--- config.mk ---
export PLATFORM = sky130hd
export DESIGN_NAME = imul_flat
export DESIGN_NICKNAME = d
export VERILOG_FILES = /design/src/rtl/riscv_pkg.sv /design/src/rtl/imul_if.sv /design/src/rtl/imul_negate.sv /design/src/rtl/imul.sv /design/src/flat_wrapper.sv
export SDC_FILE = /design/constraint.sdc
export NUM_CORES = 1
export LEC_CHECK = 0
export BUFFER_PORTS_ARGS = -buffer_cell sky130_fd_sc_hd__buf_2
export CAP_MARGIN = 20
export CORE_MARGIN = 2
export CORE_UTILIZATION = 50
export CTS_CLUSTER_SIZE = 28
export DETAILED_ROUTE_END_ITERATION = 10
export GPL_ROUTABILITY_DRIVEN = 0
export PLACE_DENSITY = 0.69
export SETUP_SLACK_MARGIN = 0.1
export SYNTH_ARGS = -nofsm -noshare
export SYNTH_HDL_FRONTEND = slang
export SYNTH_SLANG_ARGS = --single-unit
--- constraint.sdc ---
create_clock -name clk -period 4.79 [get_ports clk]
set_input_delay 0.7185 -clock clk [delete_from_list [all_inputs] [get_ports clk]]
set_output_delay 0.7185 -clock clk [all_outputs]
set_load 0.02 [all_outputs]
--- src/rtl/riscv_pkg.sv ---
// Shared types for the integer multiply unit: op encoding, FSM states, width default.
package riscv_pkg;

  localparam int XLEN = 32;

  typedef enum logic [1:0] {
    MUL,
    MULH,
    MULHSU,
    MULHU
  } mul_op_e;

  typedef enum logic [1:0] {
    IDLE,
    RUN,
    NEG,
    DONE
  } imul_state_e;

endpackage

--- src/rtl/imul_if.sv ---
// Pipeline <-> multiplier handshake: start/kill/operands in, stall/writeback out.
interface imul_if #(
  parameter int XLEN = riscv_pkg::XLEN
);
  logic [3:0]      mul_inst;
  logic            kill;
  logic [XLEN-1:0] rs1_data;
  logic [XLEN-1:0] rs2_data;
  logic            stall_i;
  logic            mul_wb;
  logic [XLEN-1:0] rd_data;

  modport master (
    output mul_inst, kill, rs1_data, rs2_data,
    input  stall_i, mul_wb, rd_data
  );

  modport slave (
    input  mul_inst, kill, rs1_data, rs2_data,
    output stall_i, mul_wb, rd_data
  );
endinterface

--- src/rtl/imul_negate.sv ---
// Width-generic two's-complement negation, passes the input through when en=0.
module imul_negate #(
  parameter int W = 32
) (
  input  logic         en,
  input  logic [W-1:0] din,
  output logic [W-1:0] dout
);
  assign dout = en ? (~din + W'(1)) : din;
endmodule

--- src/rtl/imul.sv ---
// Sequential radix-2 shift-add multiplier for MUL/MULH/MULHSU/MULHU.
// Operands are converted to magnitudes up front, multiplied unsigned over XLEN
// cycles, and the product is negated in a separate cycle only when needed.
module imul
  import riscv_pkg::*;
#(
  parameter int XLEN = riscv_pkg::XLEN
) (
  input logic   clk,
  input logic   reset,
  imul_if.slave bus
);

  imul_state_e       state, state_nxt;
  logic [5:0]        cnt;
  mul_op_e           op_q, op_dec;
  logic              neg_q;
  logic [XLEN-1:0]   mcand_q;
  // High half accumulates; low half starts as the multiplier and is shifted out LSB first.
  logic [2*XLEN-1:0] prod_q, prod_step, prod_neg, prod_nxt;
  logic [XLEN:0]     add_sum;
  logic [XLEN-1:0]   rd_q, mag1, mag2;
  logic              accept, s1, s2, neg1_en, neg2_en;

  // Decode the one-hot request and decide which operands are signed.
  always_comb begin
    op_dec = MUL;
    if (bus.mul_inst[1])      op_dec = MULH;
    else if (bus.mul_inst[2]) op_dec = MULHSU;
    else if (bus.mul_inst[3]) op_dec = MULHU;
  end

  assign s1      = (op_dec != MULHU);
  assign s2      = (op_dec == MUL) || (op_dec == MULH);
  assign neg1_en = s1 & bus.rs1_data[XLEN-1];
  assign neg2_en = s2 & bus.rs2_data[XLEN-1];
  assign accept  = (state == IDLE) && $onehot(bus.mul_inst) && !bus.kill;

  imul_negate #(.W(XLEN))   u_neg_rs1  (.en(neg1_en), .din(bus.rs1_data), .dout(mag1));
  imul_negate #(.W(XLEN))   u_neg_rs2  (.en(neg2_en), .din(bus.rs2_data), .dout(mag2));
  imul_negate #(.W(2*XLEN)) u_neg_prod (.en(neg_q),   .din(prod_q),       .dout(prod_neg));

  // One shift-add step: conditionally add the multiplicand to the high half, then shift right.
  always_comb begin
    add_sum   = {1'b0, prod_q[2*XLEN-1:XLEN]} + {1'b0, (prod_q[0] ? mcand_q : {XLEN{1'b0}})};
    prod_step = {add_sum, prod_q[XLEN-1:1]};
    prod_nxt  = prod_q;
    if (state == RUN)      prod_nxt = prod_step;
    else if (state == NEG) prod_nxt = prod_neg;
  end

  // State register.
  always_ff @(posedge clk) begin
    if (!reset) state <= IDLE;
    else        state <= state_nxt;
  end

  // Next-state logic; kill returns to IDLE from any busy state.
  always_comb begin
    state_nxt = state;
    case (state)
      IDLE: if (accept) state_nxt = RUN;
      RUN: begin
        if (bus.kill)                     state_nxt = IDLE;
        else if (cnt == 6'(XLEN-1))       state_nxt = neg_q ? NEG : DONE;
      end
      NEG:  state_nxt = bus.kill ? IDLE : DONE;
      DONE: state_nxt = IDLE;
      default: state_nxt = IDLE;
    endcase
  end

  // Outputs: stall covers the accept cycle plus RUN/NEG, writeback is the DONE cycle.
  always_comb begin
    bus.stall_i = accept || (state == RUN) || (state == NEG);
    bus.mul_wb  = (state == DONE);
  end

  // Datapath: latch operands on accept, iterate in RUN, negate in NEG,
  // and capture the result word on the way into DONE so it holds afterwards.
  always_ff @(posedge clk) begin
    if (!reset) begin
      cnt     <= '0;
      op_q    <= MUL;
      neg_q   <= 1'b0;
      mcand_q <= '0;
      prod_q  <= '0;
      rd_q    <= '0;
    end else begin
      if (accept) begin
        op_q    <= op_dec;
        neg_q   <= neg1_en ^ neg2_en;
        mcand_q <= mag1;
        prod_q  <= {{XLEN{1'b0}}, mag2};
        cnt     <= '0;
      end else if (state == RUN) begin
        prod_q <= prod_nxt;
        cnt    <= cnt + 6'd1;
      end else if (state == NEG) begin
        prod_q <= prod_nxt;
      end
      if (state_nxt == DONE && state != DONE)
        rd_q <= (op_q == MUL) ? prod_nxt[XLEN-1:0] : prod_nxt[2*XLEN-1:XLEN];
    end
  end

  assign bus.rd_data = rd_q;

endmodule

--- src/flat_wrapper.sv ---
// flat-port wrapper written by rule: the top's interface ports become plain ports
module imul_flat import riscv_pkg::*;
#(
  parameter int XLEN = riscv_pkg::XLEN
)
  (clk, reset, bus_mul_inst, bus_kill, bus_rs1_data, bus_rs2_data, bus_stall_i, bus_mul_wb, bus_rd_data);
  imul_if #(.XLEN(XLEN)) bus_i ();
  input logic clk;
  input logic reset;
  input wire logic [$bits(bus_i.mul_inst)-1:0] bus_mul_inst;
  input wire logic [$bits(bus_i.kill)-1:0] bus_kill;
  input wire logic [$bits(bus_i.rs1_data)-1:0] bus_rs1_data;
  input wire logic [$bits(bus_i.rs2_data)-1:0] bus_rs2_data;
  output wire logic [$bits(bus_i.stall_i)-1:0] bus_stall_i;
  output wire logic [$bits(bus_i.mul_wb)-1:0] bus_mul_wb;
  output wire logic [$bits(bus_i.rd_data)-1:0] bus_rd_data;
  assign bus_i.mul_inst = bus_mul_inst;
  assign bus_i.kill = bus_kill;
  assign bus_i.rs1_data = bus_rs1_data;
  assign bus_i.rs2_data = bus_rs2_data;
  assign bus_stall_i = bus_i.stall_i;
  assign bus_mul_wb = bus_i.mul_wb;
  assign bus_rd_data = bus_i.rd_data;
  imul #(.XLEN(XLEN)) u_core (.clk(clk), .reset(reset), .bus(bus_i));
endmodule
After elaboration in Yosys (flattened, before gate mapping) --
Index checks and enable logic that the tools add are counted.
Cells by class: bitwise gates (word level) 7, mux-type cells 19, equality and inequality tests 9, add/subtract/negate cells 8, reductions and logical operators 13
Operators with widths (count):
- two-way mux 64 bit | 5
- two-way mux 32 bit | 5
- adder 32 x 1 -> 32 bit (second input constant) | 2
- adder 64 x 1 -> 64 bit (second input constant) | 1
- inverter 32 bit | 2
- inverter 64 bit | 1
- adder 32 x 32 -> 33 bit | 1
- two-way mux 2 bit | 7
- case mux 2 bit (4 select lines) | 1
- adder 6 x 1 -> 6 bit (second input constant) | 1
- == test 2 bit (second input constant) | 3
- == test 6 x 5 -> 1 bit (second input constant) | 1
- logical NOT 2 bit | 3
- adder 1 x 1 -> 2 bit | 2
- == test 2 x 1 -> 1 bit (second input constant) | 2
- != test 2 bit (second input constant) | 2
- adder 3 bit | 1
- == test 3 x 1 -> 1 bit (second input constant) | 1
- logical AND 1 bit | 3
- logical OR 1 bit | 3
- nonzero test 3 bit | 1
- AND 1 bit | 2
- nonzero test 2 bit | 1
- OR reduction 2 bit | 1
- other kinds (4) | 4
Storage, ports and cells: word-level logic and storage cells 64, output and inout port bits 34, bits in registers 139

Depth between registers and ports, before layout --
depth in word-level cells 9, gate-level depth with buffers 13, depth with buffers taken out 11

Modules after synthesis --
A second synthesis with hierarchy kept.
Unflattened totals: cells, all modules 1599, area, all modules 12159.2 µm²
By module, submodules not included:
- imul | area each 8956.1 µm², instances 1, cells each 1195, seq. area each 2782.7 µm²
- imul_negate at u_core.u_neg_prod | area each 1649.1 µm², instances 1, cells each 206, seq. area each 0.0 µm²
- imul_negate at u_core.u_neg_rs1 ... | area each 777.0 µm², instances 2, cells each 99, seq. area each 0.0 µm²

Least setup slack after synthesis --
No wires, ideal clock.
kind input-to-reg, start point input bus_mul_inst[2], end point register u_core.rd_q[29], in the netlist u_core.bus.rd_data[29], data arrival time 3.561 ns, path slack 1.110 ns, library setup time 0.119 ns, stages on the path 13, buffers on the path 2, cells stage by stage inv_1 > ha_1 > ha_1 > fa_1 > or4_1 > clkbuf_1 > a22oi_1 > a2bb2oi_1 > and3b_1 > buf_4 > o31ai_1 > a221o_1 > o221a_2
Between the ends: longest elaborated chain between the ends 9
Ends and longest elaborated chain:
- from (decl) | line flat_wrapper.sv:10 | input wire logic [$bits(bus_i.mul_inst)-1:0] bus_mul_inst;
- adder 1 x 1 -> 2 bit (implied by the code) | line imul.sv:37 | assign accept = (state == IDLE) && $onehot(bus.mul_inst) && !bus.kill;
- adder 3 bit (implied by the code) | line imul.sv:37
- == test 3 x 1 -> 1 bit | line imul.sv:37
- logical AND 1 bit (2 in a row) | line imul.sv:37
- two-way mux 2 bit | line imul.sv:62 | IDLE: if (accept) state_nxt = RUN;
- case mux 2 bit (4 select lines) | line imul.sv:61 | case (state)
- == test 2 bit | line imul.sv:102 | if (state_nxt == DONE && state != DONE)
- logical AND 1 bit | line imul.sv:102
- to (signal assigned) | line imul.sv:103 | rd_q <= (op_q == MUL) ? prod_nxt[XLEN-1:0] : prod_nxt[2*XLEN-1:XLEN];
- to (decl) | line imul.sv:22 | logic [XLEN-1:0] rd_q, mag1, mag2;
No other way between the ends. A chain may end at the register's enable or synchronous reset.

Final worst setup path --
start point register u_core.prod_q[0], end point register u_core.rd_q[30], in the netlist u_core.bus.rd_data[30]
Between the ends: longest elaborated chain between the ends 6
Ends and longest elaborated chain:
- from (decl) | line imul.sv:20 | logic [2*XLEN-1:0] prod_q, prod_step, prod_neg, prod_nxt;
- from (signal assigned) | line imul.sv:94 | prod_q <= {{XLEN{1'b0}}, mag2};
- from (signal assigned) | line imul.sv:97 | prod_q <= prod_nxt;
- from (signal assigned) | line imul.sv:100 | prod_q <= prod_nxt;
- inverter 64 bit | line imul_negate.sv:9 | assign dout = en ? (~din + W'(1)) : din;
- adder 64 x 1 -> 64 bit | line imul_negate.sv:9
- two-way mux 64 bit | line imul_negate.sv:9
- two-way mux 64 bit | line imul.sv:49 | else if (state == NEG) prod_nxt = prod_neg;
- two-way mux 64 bit (*) | line imul.sv:48 | if (state == RUN) prod_nxt = prod_step;
- two-way mux 32 bit (*) | line imul.sv:103
Mark *: on every way between the ends. The rest lies on a longest branch, timed or not.

==> insert_results.sql <==
INSERT INTO impl_metrics (metric_group, metric, value, unit) VALUES
('layout', 'layout.filler_cells', '2079', ''),
('global_route', 'antenna_found_initial', '0', ''),
('detailed_routing', 'post_detailed_route_drc_marker_count', '0', ''),
('clock_network', 'cts_htree_levels', '4', ''),
('floorplanning', 'die_height', '155', 'µm'),
('clock_network', 'post-cts-setup-buffers', '0', ''),
('detailed_routing', 'antenna_left', '0', ''),
('clock_network', 'cts_inserted_buffers', '17', ''),
('timing', 'fin_crit_sh', '80.6', '%'),
('worst_setup_path', 'setup.worst_path.end_class', 'register', ''),
('outcome', 'status', 'complete, no violations', ''),
('floorplanning', 'die-width', '155', 'µm'),
('placement', 'dpl.cell_count', '1810', ''),
('power', 'irDropWorstVdd', '0.177', 'mV'),
('clock_network', 'clock_latency_of_the_later_clocked_register_in_the_worst_skew_pair', '0.43', 'ns'),
('flow_run', 'max-cap-violations', '0', ''),
('detailed_routing', 'drt-pass1-iter-count', '7', ''),
('clock_network', 'clkSinkCount', '139', ''),
('worst_setup_path', 'cp_data_required_time', '5.15', 'ns'),
('global_route', 'grt_usage', '30.5', '%'),
('clock_network', 'cts.root.buffer_cell', 'sky130_fd_sc_hd__clkbuf_16', ''),
('detailed_routing', 'detailedRoute.firstIterationViolations', '1255', ''),
('synth', 'synth_cell_type_count', '86', ''),
('detailed_routing', 'wl_per_cell', '20.0', 'µm'),
('floorplanning', 'design.core.area', '22500', 'µm²'),
('global_route', 'grt_start_max_net_pins', '68', ''),
('clock_network', 'cts_max_path_buffers', '2', ''),
('detailed_routing', 'routed_vias', '11600', ''),
('clock_network', 'cts-resized-gates', '0', ''),
('timing', 'timing.final.max_slew_violations', '0', ''),
('layout', 'layout.area.seq', '2780', 'µm²'),
('synth', 'synthFlopType', 'sky130_fd_sc_hd__dfxtp_1', ''),
('min_path', 'min_delay_path_depth', '2', ''),
('synth', 'syn_area', '11400', 'µm²'),
('synth', 'netlist.top_cell.by_area', 'sky130_fd_sc_hd__dfxtp_1', ''),
('power', 'design_power_total', '5.05', 'mW'),
('min_path', 'worst_hold_path_type', 'register to register', ''),
('timing', 'final_hold_fails', '0', ''),
('floorplanning', 'pin_count', '105', ''),
('timing', 'max_freq', '259', 'MHz'),
('clock_network', 'tritoncts_clock_tree', 'built', ''),
('floorplanning', 'floorplan.rows', '55', ''),
('synth', 'yosysSeqAreaShare', '24.4', '%'),
('placement', 'detailed_place.area', '12000', 'µm²'),
('synth', 'post_synth_inst_count', '1513', ''),
('timing', 'timing.max_slew.rel_slack', '29.5', '%'),
('floorplanning', 'initial_utilization', '50.7', '%'),
('timing', 'rsz0062_at_grt', 'no', ''),
('power', 'power.leakage', '4.87', 'nW'),
('layout', 'layout_cell_area_excl_fill', '12600', 'µm²'),
('synth', 'net_count_of_the_mapped_netlist', '1632', ''),
('timing', 'setup_tns', '0', 'ns'),
('global_route', 'first_global_vias', '10400', ''),
('detailed_routing', 'route.detailed.vias_per_inst', '6.29', ''),
('worst_setup_path', 'cp_max_fo', '23', ''),
('global_route', 'grt_overflow_total', '0', ''),
('worst_setup_path', 'cp-start-kind', 'register', ''),
('clock_network', 'clk_pin_slew_worst_paths', '0.07', 'ns'),
('layout', 'drive_above_1_share', '12.7', '%'),
('synth', 'synth_top_cells_by_area', 'sky130_fd_sc_hd__dfxtp_1 (24%), sky130_fd_sc_hd__xnor2_1 (6.7%), sky130_fd_sc_hd__o21ai_0 (5.4%)', ''),
('timing', 'finalCriticalPeriod', '3.86', 'ns'),
('layout', 'area_of_the_multi_input_gates', '8090', 'µm²'),
('synth', 'synth_area_per_cell', '7.54', 'µm²'),
('synth', 'synth_edf_count', '0', ''),
('layout', 'n_antenna_cell', '0', ''),
('synth', 'synth-seq-cells', '139', ''),
('synth', 'yosysWarnings', '0', ''),
('synth', 'async_reset_ff_share', '0', '%'),
('timing', 'setup_viol_count_final', '0', ''),
('timing', 'slew_of_the_pin_with_the_lowest_slew_margin', '1.06', 'ns'),
('timing', 'whs', '0.450', 'ns');
-- routing by layer --
layer  GRT usage (%)  up-vias  wire [µm]
li1                -     5597          -
met5               0        -          0
met3            4.93       83       3240
met2            46.0      540      15800
met1            44.0     5363      16700
met4            10.4        0       1090
-- registers in the layout, summed over array words and instances, names as in the netlist --
signal	cells
u_core.cnt	6
u_core.prod_q	64
u_core.op_q	2
u_core.neg_q	1
u_core.bus.rd_data	32
u_core.state	2
u_core.mcand_q	32
-- path summary, 6_finish.rpt --
check,start,to,slack [ns]
setup reg to reg,u_core.prod_q[0],u_core.bus.rd_data[30],0.93
setup / recovery,u_core.prod_q[0],u_core.bus.rd_data[30],0.93
hold reg to reg,u_core.mcand_q[29],u_core.mcand_q[29],0.45
hold / removal,u_core.mcand_q[29],u_core.mcand_q[29],0.45
-- layout by cell type (no fill, tap or decap), types with 15 or more instances in the layout --
cell type / n
sky130_fd_sc_hd__a21oi_1: 115
sky130_fd_sc_hd__xor2_1: 55
sky130_fd_sc_hd__and2_1: 45
sky130_fd_sc_hd__nand2_1: 142
sky130_fd_sc_hd__a211oi_1: 54
sky130_fd_sc_hd__o211ai_1: 19
sky130_fd_sc_hd__ha_1: 44
sky130_fd_sc_hd__nor2_1: 147
sky130_fd_sc_hd__clkbuf_16: 17
sky130_fd_sc_hd__inv_1: 28
sky130_fd_sc_hd__a31oi_1: 41
sky130_fd_sc_hd__buf_4: 15
sky130_fd_sc_hd__nor3_1: 32
sky130_fd_sc_hd__nand3_1: 28
sky130_fd_sc_hd__o31ai_1: 17
sky130_fd_sc_hd__mux2i_1: 37
sky130_fd_sc_hd__nor4_1: 22
sky130_fd_sc_hd__o21ai_0: 124
sky130_fd_sc_hd__a21o_1: 20
sky130_fd_sc_hd__dfxtp_1: 139
sky130_fd_sc_hd__xnor2_1: 87
sky130_fd_sc_hd__buf_2: 104
sky130_fd_sc_hd__and3_1: 15
-- cell type report --
class / instances / area share, %
clock buffer: 18 / 3.49
clock inverter: 14 / 0.916
inverter: 30 / 0.896
multi-input combinational: 1235 / 64.4
sequential: 139 / 22.1
tap: 285 / 2.84
timing repair buffer: 121 / 5.35
-- stage by stage --
stage | util, % | setup WS (ns)
final | 55.9 | 0.927
after CTS | 55.9 | 0.995
after floorplan | - | 1.11
after global routing | 55.9 | 0.647
after detailed placement | 53.4 | 0.668
after global placement | 53.4 | 0.799
-- synthesized netlist by cell type (5+ instances only) --
cell type / number
sky130_fd_sc_hd__nand3b_1: 5
sky130_fd_sc_hd__or3_1: 10
sky130_fd_sc_hd__a211o_1: 6
sky130_fd_sc_hd__nand3_1: 28
sky130_fd_sc_hd__ha_1: 46
sky130_fd_sc_hd__and3_1: 15
sky130_fd_sc_hd__o31ai_1: 17
sky130_fd_sc_hd__a21o_1: 20
sky130_fd_sc_hd__nand2b_1: 6
sky130_fd_sc_hd__nor3b_1: 5
sky130_fd_sc_hd__o21a_1: 10
sky130_fd_sc_hd__or2_2: 5
sky130_fd_sc_hd__a311oi_1: 5
sky130_fd_sc_hd__nor2b_1: 7
sky130_fd_sc_hd__nor2_1: 148
sky130_fd_sc_hd__nand2_1: 142
sky130_fd_sc_hd__o31a_1: 5
sky130_fd_sc_hd__and2_1: 46
sky130_fd_sc_hd__nor4_1: 23
sky130_fd_sc_hd__a22oi_1: 9
sky130_fd_sc_hd__dfxtp_1: 139
sky130_fd_sc_hd__mux2i_1: 37
sky130_fd_sc_hd__o21ai_0: 124
sky130_fd_sc_hd__inv_1: 28
sky130_fd_sc_hd__a21oi_1: 115
sky130_fd_sc_hd__nand4_1: 10
sky130_fd_sc_hd__or4_1: 6
sky130_fd_sc_hd__xor2_1: 55
sky130_fd_sc_hd__clkbuf_1: 91
sky130_fd_sc_hd__xnor2_1: 87
sky130_fd_sc_hd__buf_4: 6
sky130_fd_sc_hd__buf_1: 6
sky130_fd_sc_hd__o211ai_1: 19
sky130_fd_sc_hd__a31oi_1: 41
sky130_fd_sc_hd__a211oi_1: 54
sky130_fd_sc_hd__o41ai_1: 8
sky130_fd_sc_hd__and4_1: 7
sky130_fd_sc_hd__nor3_1: 32
-- worst max-delay path, cell delays in order (launching register included) --
cell and delay, ns:
sky130_fd_sc_hd__dfxtp_1 0.83, sky130_fd_sc_hd__and2_1 0.34, sky130_fd_sc_hd__ha_1 0.25, sky130_fd_sc_hd__nand2_1 0.07, sky130_fd_sc_hd__o21ai_0 0.52, sky130_fd_sc_hd__o2111ai_1 0.26
sky130_fd_sc_hd__a2111oi_0 0.50, sky130_fd_sc_hd__buf_4 0.21, sky130_fd_sc_hd__o31ai_1 0.07, sky130_fd_sc_hd__a2bb2oi_1 0.24, sky130_fd_sc_hd__nand3_1 0.25, sky130_fd_sc_hd__a31oi_1 0.22
-- kinds of logic (layout without fill, tap and decap cells) --
logic type	Yosys count	in the layout	synth area share, %
buffers and inverters	139	183	4.89
adders and majority gates	48	48	5.40
xor gates and xnor gates	142	142	10.9
muxes	39	39	3.54
and+or+nand+nor	520	520	23.1
AOI/OAI and AO/OA	486	486	27.7
DFF	139	139	24.4
-- power breakdown --
| group | switching, mW | leakage (nW) | internal (mW) |
|---|---|---|---|
| clock network | 0.576 | 0.257 | 0.685 |
| registers | 0.232 | 1.13 | 1.30 |
| logic | 1.53 | 3.49 | 0.734 |
(Power assumes the default switching activity.)
